`src/rtl/wb_port_arbiter.sv`:
```
// rtl/wb_port_arbiter.sv - round-robin register-file write arbiter for two writeback requesters
// Optional macro SCRUB_EN adds a post-reset scrub of registers 1..31 before arbitration begins.
module wb_port_arbiter #(
    parameter int               XLEN        = 32,
    parameter logic [XLEN-1:0]  SCRUB_VALUE = '0
) (
    input  logic             clk,
    input  logic             rst_n,
    input  logic             req0_valid,
    input  logic [4:0]       req0_rd,
    input  logic [XLEN-1:0]  req0_data,
    output logic             req0_ready,
    input  logic             req1_valid,
    input  logic [4:0]       req1_rd,
    input  logic [XLEN-1:0]  req1_data,
    output logic             req1_ready,
    output logic             RegWrite,
    output logic [4:0]       rd,
    output logic [XLEN-1:0]  rd_write_data,
    output logic             busy
);

`ifdef SCRUB_EN
    typedef enum logic {ST_SCRUB, ST_ARB} state_t;

    state_t     state_q, state_d;
    logic [4:0] idx_q, idx_d;
`endif

    // prio_q == 0 favours req0 on a tie, 1 favours req1
    logic            prio_q, prio_d;
    logic            regwrite_q, regwrite_d;
    logic [4:0]      rd_q, rd_d;
    logic [XLEN-1:0] data_q, data_d;
    logic            arb_en;
    logic            grant0, grant1;

`ifdef SCRUB_EN
    assign arb_en = rst_n && (state_q == ST_ARB);
    assign busy   = (state_q == ST_SCRUB);
`else
    assign arb_en = rst_n;
    assign busy   = 1'b0;
`endif

    assign grant0 = arb_en && req0_valid && (!req1_valid || !prio_q);
    assign grant1 = arb_en && req1_valid && (!req0_valid ||  prio_q);

    assign req0_ready    = grant0;
    assign req1_ready    = grant1;
    assign RegWrite      = regwrite_q;
    assign rd            = rd_q;
    assign rd_write_data = data_q;

    always_comb begin
        regwrite_d = 1'b0;
        rd_d       = rd_q;
        data_d     = data_q;
        prio_d     = prio_q;
`ifdef SCRUB_EN
        state_d    = state_q;
        idx_d      = idx_q;
        case (state_q)
            ST_SCRUB: begin
                // idx wraps 31 -> 0, which marks the last scrub write as issued
                if (idx_q != 5'd0) begin
                    regwrite_d = 1'b1;
                    rd_d       = idx_q;
                    data_d     = SCRUB_VALUE;
                    idx_d      = idx_q + 5'd1;
                end else begin
                    state_d = ST_ARB;
                end
            end
            default: state_d = ST_ARB;
        endcase
`endif
        if (grant0) begin
            prio_d = 1'b1;
            if (req0_rd != 5'd0) begin
                regwrite_d = 1'b1;
                rd_d       = req0_rd;
                data_d     = req0_data;
            end
        end else if (grant1) begin
            prio_d = 1'b0;
            if (req1_rd != 5'd0) begin
                regwrite_d = 1'b1;
                rd_d       = req1_rd;
                data_d     = req1_data;
            end
        end
    end

    always_ff @(posedge clk or negedge rst_n) begin
        if (!rst_n) begin
            prio_q     <= 1'b0;
            regwrite_q <= 1'b0;
            rd_q       <= 5'd0;
            data_q     <= '0;
        end else begin
            prio_q     <= prio_d;
            regwrite_q <= regwrite_d;
            rd_q       <= rd_d;
            data_q     <= data_d;
        end
    end

`ifdef SCRUB_EN
    always_ff @(posedge clk or negedge rst_n) begin
        if (!rst_n) begin
            state_q <= ST_SCRUB;
            idx_q   <= 5'd1;
        end else begin
            state_q <= state_d;
            idx_q   <= idx_d;
        end
    end
`endif

endmodule

```
`config.mk`:
```
export PLATFORM = sky130hd
export DESIGN_NAME = wb_port_arbiter
export DESIGN_NICKNAME = d
export VERILOG_FILES = /design/src/rtl/wb_port_arbiter.sv
export SDC_FILE = /design/constraint.sdc
export NUM_CORES = 1
export LEC_CHECK = 0
export CAP_MARGIN = 15
export CORE_ASPECT_RATIO = 0.8
export CORE_MARGIN = 2
export CORE_UTILIZATION = 40
export DETAILED_ROUTE_END_ITERATION = 8
export DONT_BUFFER_PORTS = 1
export HOLD_SLACK_MARGIN = 0.08
export PLACE_DENSITY = 0.59
export RECOVER_POWER = 50
export SLEW_MARGIN = 40
export SYNTH_ARGS = -nofsm -noshare
export SYNTH_HDL_FRONTEND = slang
export SYNTH_SLANG_ARGS = --single-unit
export TNS_END_PERCENT = 5
```
`constraint.sdc`:
```
create_clock -name clk -period 2.5 [get_ports clk]
set_input_delay 0.25 -clock clk [delete_from_list [all_inputs] [get_ports clk]]
set_output_delay 0.25 -clock clk [all_outputs]
set_load 0.03 [all_outputs]
```
==> flow_summary.ini <==
[worst_setup_path]
cp-start-kind = flop
startpoint = prio_q
crit_path_max_fanout = 18
critPathArrivalTime_ns = 2.19
r2r_start = prio_q
required_ns = 2.67
end_kind = flop
worstSetupPathType = reg2reg

[power_and_ir_drop]
p_leak_nw = 0.9463
pwr-share-comb = 0.184
seqPwrFrac = 0.617
clkPwrFrac = 0.199
switching_share = 0.3813
intPower_mw = 1.194
power.switching_mw = 0.7357
vdd_drop_max_mv = 0.3692
power.density_nw_per_um2 = 875.6

[synthesis]
synth_cells = 137
ys_types = 19
synthTopCellsByArea = dfrtp_1 48%, mux2_2 28%, mux2_4 14%
synth_seq_cells = 39
syn_area_um2 = 2031
syn-num-nets = 215
yosysWarnings = 0
synth.yosys.seq_area_share = 0.4806
synth_top_cell_by_area = dfrtp_1
synth_top_area_frac = 0.4806
syn_area_per_cell_um2 = 14.82

[clock_network]
cts_tree = built
cts_max_level = 2
cts_root_buffer = clkbuf_8
numCtsBuffers = 5
clock_path_buffers = 2
clk_pin_slew_ns = 0.07
clkLatencyLatePin_ns = 0.28
clock-sinks = 39
cts_resized = 0

[min_path]
worst_hold_path_type = in2reg
hp-start = req0_valid

[route]
drc = 0
wl_met3_um = 323
antenna_left = 0
routed_wl_um = 4066
first_pass_iters = 3
drt-met1-wl_um = 1623
wl_met2_um = 2103
wire_per_inst_um = 20.03
vias = 1110
avgViaCountPerCell = 5.468
drtIter0Drc = 28
highest_layer = met4

[floorplan]
start_util = 0.4103
core_um2 = 4950
die_w_um = 83.66
num_rows = 23
die_y_um = 67.73
die_area_um2 = 5666
io_pins = 119

[timing]
fin_skew_ns = 0.004060
rsz0062_at_grt = no
finalSetupTns_ns = 0
max_freq_ghz = 0.4935
worst_slew_pin_slew_ns = 0.6937
worst_slack_ns = 0.4735
post-route-period-util = 0.8106
relSlewSlack = 0.5368
min_period_ns = 2.027
finalMaxSlewViolations = 0
hold_viol = 0
finalSetupViolations = 0

[global_routing]
grt_pass1_wl_um = 6272
grtUsageTotal = 0.1442
grt_max_degree = 41
antenna_found_initial = 0
grt_pass1_vias = 1198
grt_overflow = 0

[place]
port_buffers = 0
gp_congestion = 0.7585
dp_hpwl_um = 2988
dp_slack_ns = 0.4590
dp.cells = 194

[final_layout]
diodes = 0
drive_gt1_frac = 0.5887
syn_to_final_growth_pct = 8.503
fin_cells = 203
nets = 220

[status]
status = finished, final reports clean

[job]
maxCapViolCount = 0
[metrics by stage]
stage | util | hold WS [ns] | power [mW] | cell area (µm²)
3_3_place_gp | 0.4224 | -0.04463 | 1.525 | 2091
4_1_cts | 0.4451 | 0.1475 | 1.959 | 2203
6_report | 0.4451 | 0.1634 | 1.929 | 2203
2_1_floorplan | - | -0.04559 | 1.472 | 2031
5_1_grt | 0.4451 | 0.1548 | 2.028 | 2203
3_5_place_dp | 0.4224 | -0.04447 | 1.546 | 2091
[synth_stat cells]
| master | instances |
|---|---|
| nor3_1 | 1 |
| nor2_2 | 1 |
| a21oi_1 | 2 |
| nand2_1 | 3 |
| mux2_1 | 5 |
| mux2_2 | 50 |
| buf_1 | 1 |
| buf_2 | 4 |
| dfrtp_1 | 39 |
| buf_4 | 1 |
| mux2_4 | 19 |
| buf_6 | 3 |
| a31oi_1 | 1 |
| o2bb2ai_2 | 1 |
| nor2_1 | 1 |
| conb_1 | 1 |
| nand3_1 | 1 |
| or4_4 | 1 |
| inv_1 | 2 |
[state kept, by name, summed over array words and instances, names as in the netlist]
| name | flops |
|---|---|
| RegWrite | 1 |
| prio_q | 1 |
| rd | 5 |
| rd_write_data | 32 |
[layout make-up]
class	instances	area [µm²]
fillers	457	2746
flip-flops and latches	39	975.9
well taps	62	77.57
multi-input cells	87	999.7
inverters	2	7.507
repair buffers	7	70.07
clock buffers	6	72.57
[layer usage]
metal	vias up	GRT usage
li1	493	-
met1	556	0.1834
met3	2	0.05012
met5	-	0
met2	59	0.2360
met4	0	0.04234
[logic make-up after synthesis]
| logic type | share of synthesized area |
|---|---|
| other | 0.001847 |
| DFF | 0.4806 |
| AOI/OAI and AO/OA | 0.01540 |
| muxes | 0.4455 |
| and+or+nand+nor | 0.02094 |
| buffers and inverters | 0.03574 |
[worst paths after layout]
path                       slack [ns]  cells after the start           endpoint
hold / removal                   0.16                      2             prio_q
min in group asynchronous        0.44                      2  rd_write_data[20]
hold reg to reg                  0.51                      1             prio_q
setup / recovery                 0.47                      5  rd_write_data[18]
setup reg to reg                 0.47                      5  rd_write_data[18]
max in group asynchronous        1.88                      2              rd[1]
[power groups by stage]
stage	clock, mW	combinational, mW	sequential (mW)
2_1_floorplan	0	0.309	1.16
3_3_place_gp	0	0.324	1.20
3_5_place_dp	0	0.344	1.20
4_1_cts	0.403	0.363	1.19
5_1_grt	0.435	0.385	1.21
6_report	0.384	0.355	1.19
[cell usage in the layout (no fill, tap or decap), types with 2 or more instances in the layout]
| cell type | instances |
|---|---|
| a21oi_1 | 2 |
| buf_4 | 4 |
| clkbuf_8 | 5 |
| dfrtp_1 | 39 |
| dlygate4sd3_1 | 2 |
| inv_1 | 2 |
| mux2_1 | 5 |
| mux2_2 | 50 |
| mux2_4 | 19 |
| nand2_1 | 3 |
[worst max-delay path, stage by stage (launching register included)]
cell and delay, ns:
dfrtp_1 0.40, nand2_1 0.09, nand3_2 0.10, o2bb2ai_4 0.59
buf_4 0.35, mux2_2 0.37
[what timing repair did]
item	4_1_cts	5_1_grt
hold buffers	3	0
endpoints found under the hold margin	40	0
setup buffers	0	0
No activity file was read; power rests on OpenSTA's default activity.
==> patch (same flow settings) <==
Take the reset off `data_q` and load it in a clocked block of its own.
--- a/src/rtl/wb_port_arbiter.sv
+++ b/src/rtl/wb_port_arbiter.sv
@@ -97,13 +97,15 @@
             prio_q     <= 1'b0;
             regwrite_q <= 1'b0;
             rd_q       <= 5'd0;
-            data_q     <= '0;
         end else begin
             prio_q     <= prio_d;
             regwrite_q <= regwrite_d;
             rd_q       <= rd_d;
-            data_q     <= data_d;
         end
+    end
+
+    always_ff @(posedge clk) begin
+        data_q <= data_d;
     end
 
 `ifdef SCRUB_EN
Behaviour: differs if rst_n is asserted again (counterexample within 4 cycles, from zero or initial values and one cycle with rst_n low); with rst_n held inactive, the same outputs for 10 cycles.
==> patch against the unedited design <==
Sequential cell count stayed put; count of clock-buffer cells in the layout up 2; hold slack worse by 0.0087 ns; cell area shrank 12%; critical endpoint is now rd_write_data[25]; area after synthesis down 13%; largest cell class is now sequential cells; critical path depth fell by 1; wire length down 25%; critical path type unchanged; worst setup slack gained 0.13 ns.
Power is not compared: it rests on default switching activity, and its combinational part moved more than twofold at a synthesized area within 25%.
==> patch: results (changes against the unedited design) <==
The cell count of the worst reg-to-reg path is 4 (-1). The minimum setup slack after placement came out at 0.6171 ns (+0.1581 ns). The commonest cells after synthesis are sky130_fd_sc_hd__mux2_2, sky130_fd_sc_hd__edfxtp_1, sky130_fd_sc_hd__dfrtp_1. The antenna diode count is 0 (unchanged). The run finished with clean final reports. The count of nets after finishing is 187 (-15%). The number of antenna violations at the first check in global routing came out at 0 (unchanged).

The reg2reg setup slack is 0.61 ns (+0.13 ns). In this design, the stage delay of the slowest critical-path cell is 0.60 ns. The path with the worst hold slack has its endpoint at RegWrite.

The min-delay analysis places its worst path in the category input pin to register. The number of gates resized after cts is 0 (unchanged). The detailed-route vias per instance is 5.228 (-4.4%). Among all stages on the critical path, the largest delay is contributed by sky130_fd_sc_hd__o2bb2ai_4. The leakage power figure came out at 0.6846 nW. Ranked by total cell area, the synthesized netlist is headed by sky130_fd_sc_hd__edfxtp_1, sky130_fd_sc_hd__mux2_2, sky130_fd_sc_hd__dfrtp_1. The capture point of the worst reg-to-reg path is rd_write_data[25]. The count of routing violations after the opening detailed-route iteration came to 25 (-11%). The number of buffers created by CTS is 5 (unchanged). The number of flip-flops in the largest register is 32 (unchanged).

The count of H-tree levels built during CTS is 2 (unchanged). The final weighted congestion of routability-driven global placement is 0.6598 (-13%). The number of global-route vias before repair came out at 857 (-28%).

The count of warnings emitted by yosys is 0 (unchanged). The source-to-sink clock delay at the later pin of the worst-skew pair came out at 0.28 ns (about the same). The number of distinct library cells after synthesis came out at 18 (-1). The part of the Yosys area used for sequential elements is 0.6421 (+0.1616). The most used flip-flop cell after synthesis is sky130_fd_sc_hd__edfxtp_1. The worst-case IR drop observed on VDD is 0.0004077 V. The largest net degree at the start of global routing came out at 40 (-2.4%). The global-route wire length before repair is 4243 um (-32%). The clock-pin slew of the registers on the worst-case setup and hold paths is 0.07 ns (about the same). The largest clock skew in the final design came out at 0.001534 ns (-0.002526 ns).

The origin of the critical flop-to-flop path is prio_q. The length of the first detailed-routing pass in iterations came out at 2 (-1). The net count after synthesis is 180 (-16%). The maximum buffer depth of the clock tree is 2 (unchanged). Clock tree synthesis selected as its root buffer the cell sky130_fd_sc_hd__clkbuf_8. Broken down by cell family, the worst path's largest delay share belongs to compound AO/OA/AOI/OAI gates. The number of cells on the worst hold path is 2 (unchanged). The HPWL after detailed placement is 2302 um (-23%).

The maximum fanout count along the critical path came to 22 (+4). The arrival time of data at the critical path endpoint is 1.87 ns (-0.32 ns). The total of buffers placed on input and output ports was 0 (unchanged).

The layout cell share with drive strength beyond 1 is 0.4727 (-0.1159). The post-place instance area was 1838 sq um (-12%). The share of synthesized registers carrying an async set or reset was 0.1795 (-0.8205). The combined global-route utilization of all metal layers is 0.1170 (-0.02720). The average routed wire per standard cell was 18.20 um (-9.1%). The number of flops mapped to enable cells by yosys is 32 (+32).

The worst hold path startpoint is req0_rd[2]. The worst slew margin relative to its limit is 0.5439 (+0.007062).
[patch: per-layer routing]
layer	part of all wire	GRT usage	vias up
li1	-	-	397
met1	0.39	0.1301	411
met2	0.51	0.1907	60
met3	0.082	0.04728	5
met4	0.014	0.06579	0
met5	0	0	-
[patch: repair_timing]
action,CTS,global route
hold buffers,2,0
setup buffers,0,0
hold endpoints to repair,8,0
[patch: per-stage QoR]
| step | util | hold WS [ns] | total power [mW] | std cells |
|---|---|---|---|---|
| global placement | 0.4372 | -0.04530 | 1.143 | 157 |
| global route | 0.4589 | 0.1714 | 1.595 | 167 |
| finish | 0.4589 | 0.1547 | 1.530 | 167 |
| detailed placement | 0.4372 | -0.04532 | 1.151 | 157 |
| floorplan | - | -0.04559 | 1.112 | 102 |
| CTS | 0.4610 | 0.1444 | 1.554 | 167 |
[patch: cells by family (layout without fill, tap and decap cells)]
family | count (synthesis) | count (layout) | synth area share
muxes | 42 | 42 | 0.2779
DFF | 39 | 39 | 0.6422
and+or+nand+nor | 8 | 8 | 0.02687
buffers and inverters | 7 | 15 | 0.02121
AOI/OAI and AO/OA | 5 | 5 | 0.02971
other | 1 | 1 | 0.002120
[patch: final cells by class]
cell class,instances,area [sq um]
multi-input cells,56,595.6
inverters,2,7.507
fillers,371,2275
repair buffers,5,38.79
well taps,57,71.32
clock buffers,8,80.08
flip-flops and latches,39,1136
[patch: where the power goes]
part | total (mW) | internal (mW) | switching [mW]
combinational | 0.167 | 0.0920 | 0.0751
sequential | 0.966 | 0.796 | 0.171
clock | 0.396 | 0.198 | 0.198
total | 1.53 | 1.09 | 0.444
[patch: worst max path at each step]
stage / start / endpoint / slack [ns]
finish: prio_q / rd_write_data[25] / 0.61
global route: prio_q / rd_write_data[27] / 0.48
CTS: prio_q / rd_write_data[27] / 0.61
detailed placement: prio_q / rd_write_data[26] / 0.62
global placement: prio_q / rd_write_data[18] / 0.66
floorplan: prio_q / rd[0] / 0.50
[patch: worst register-to-register path, stage by stage, from the launching register on]
cell and delay [ns]:
sky130_fd_sc_hd__dfrtp_1 0.40, sky130_fd_sc_hd__nand2_1 0.08, sky130_fd_sc_hd__nand3_1 0.14, sky130_fd_sc_hd__o2bb2ai_4 0.60
sky130_fd_sc_hd__buf_4 0.37
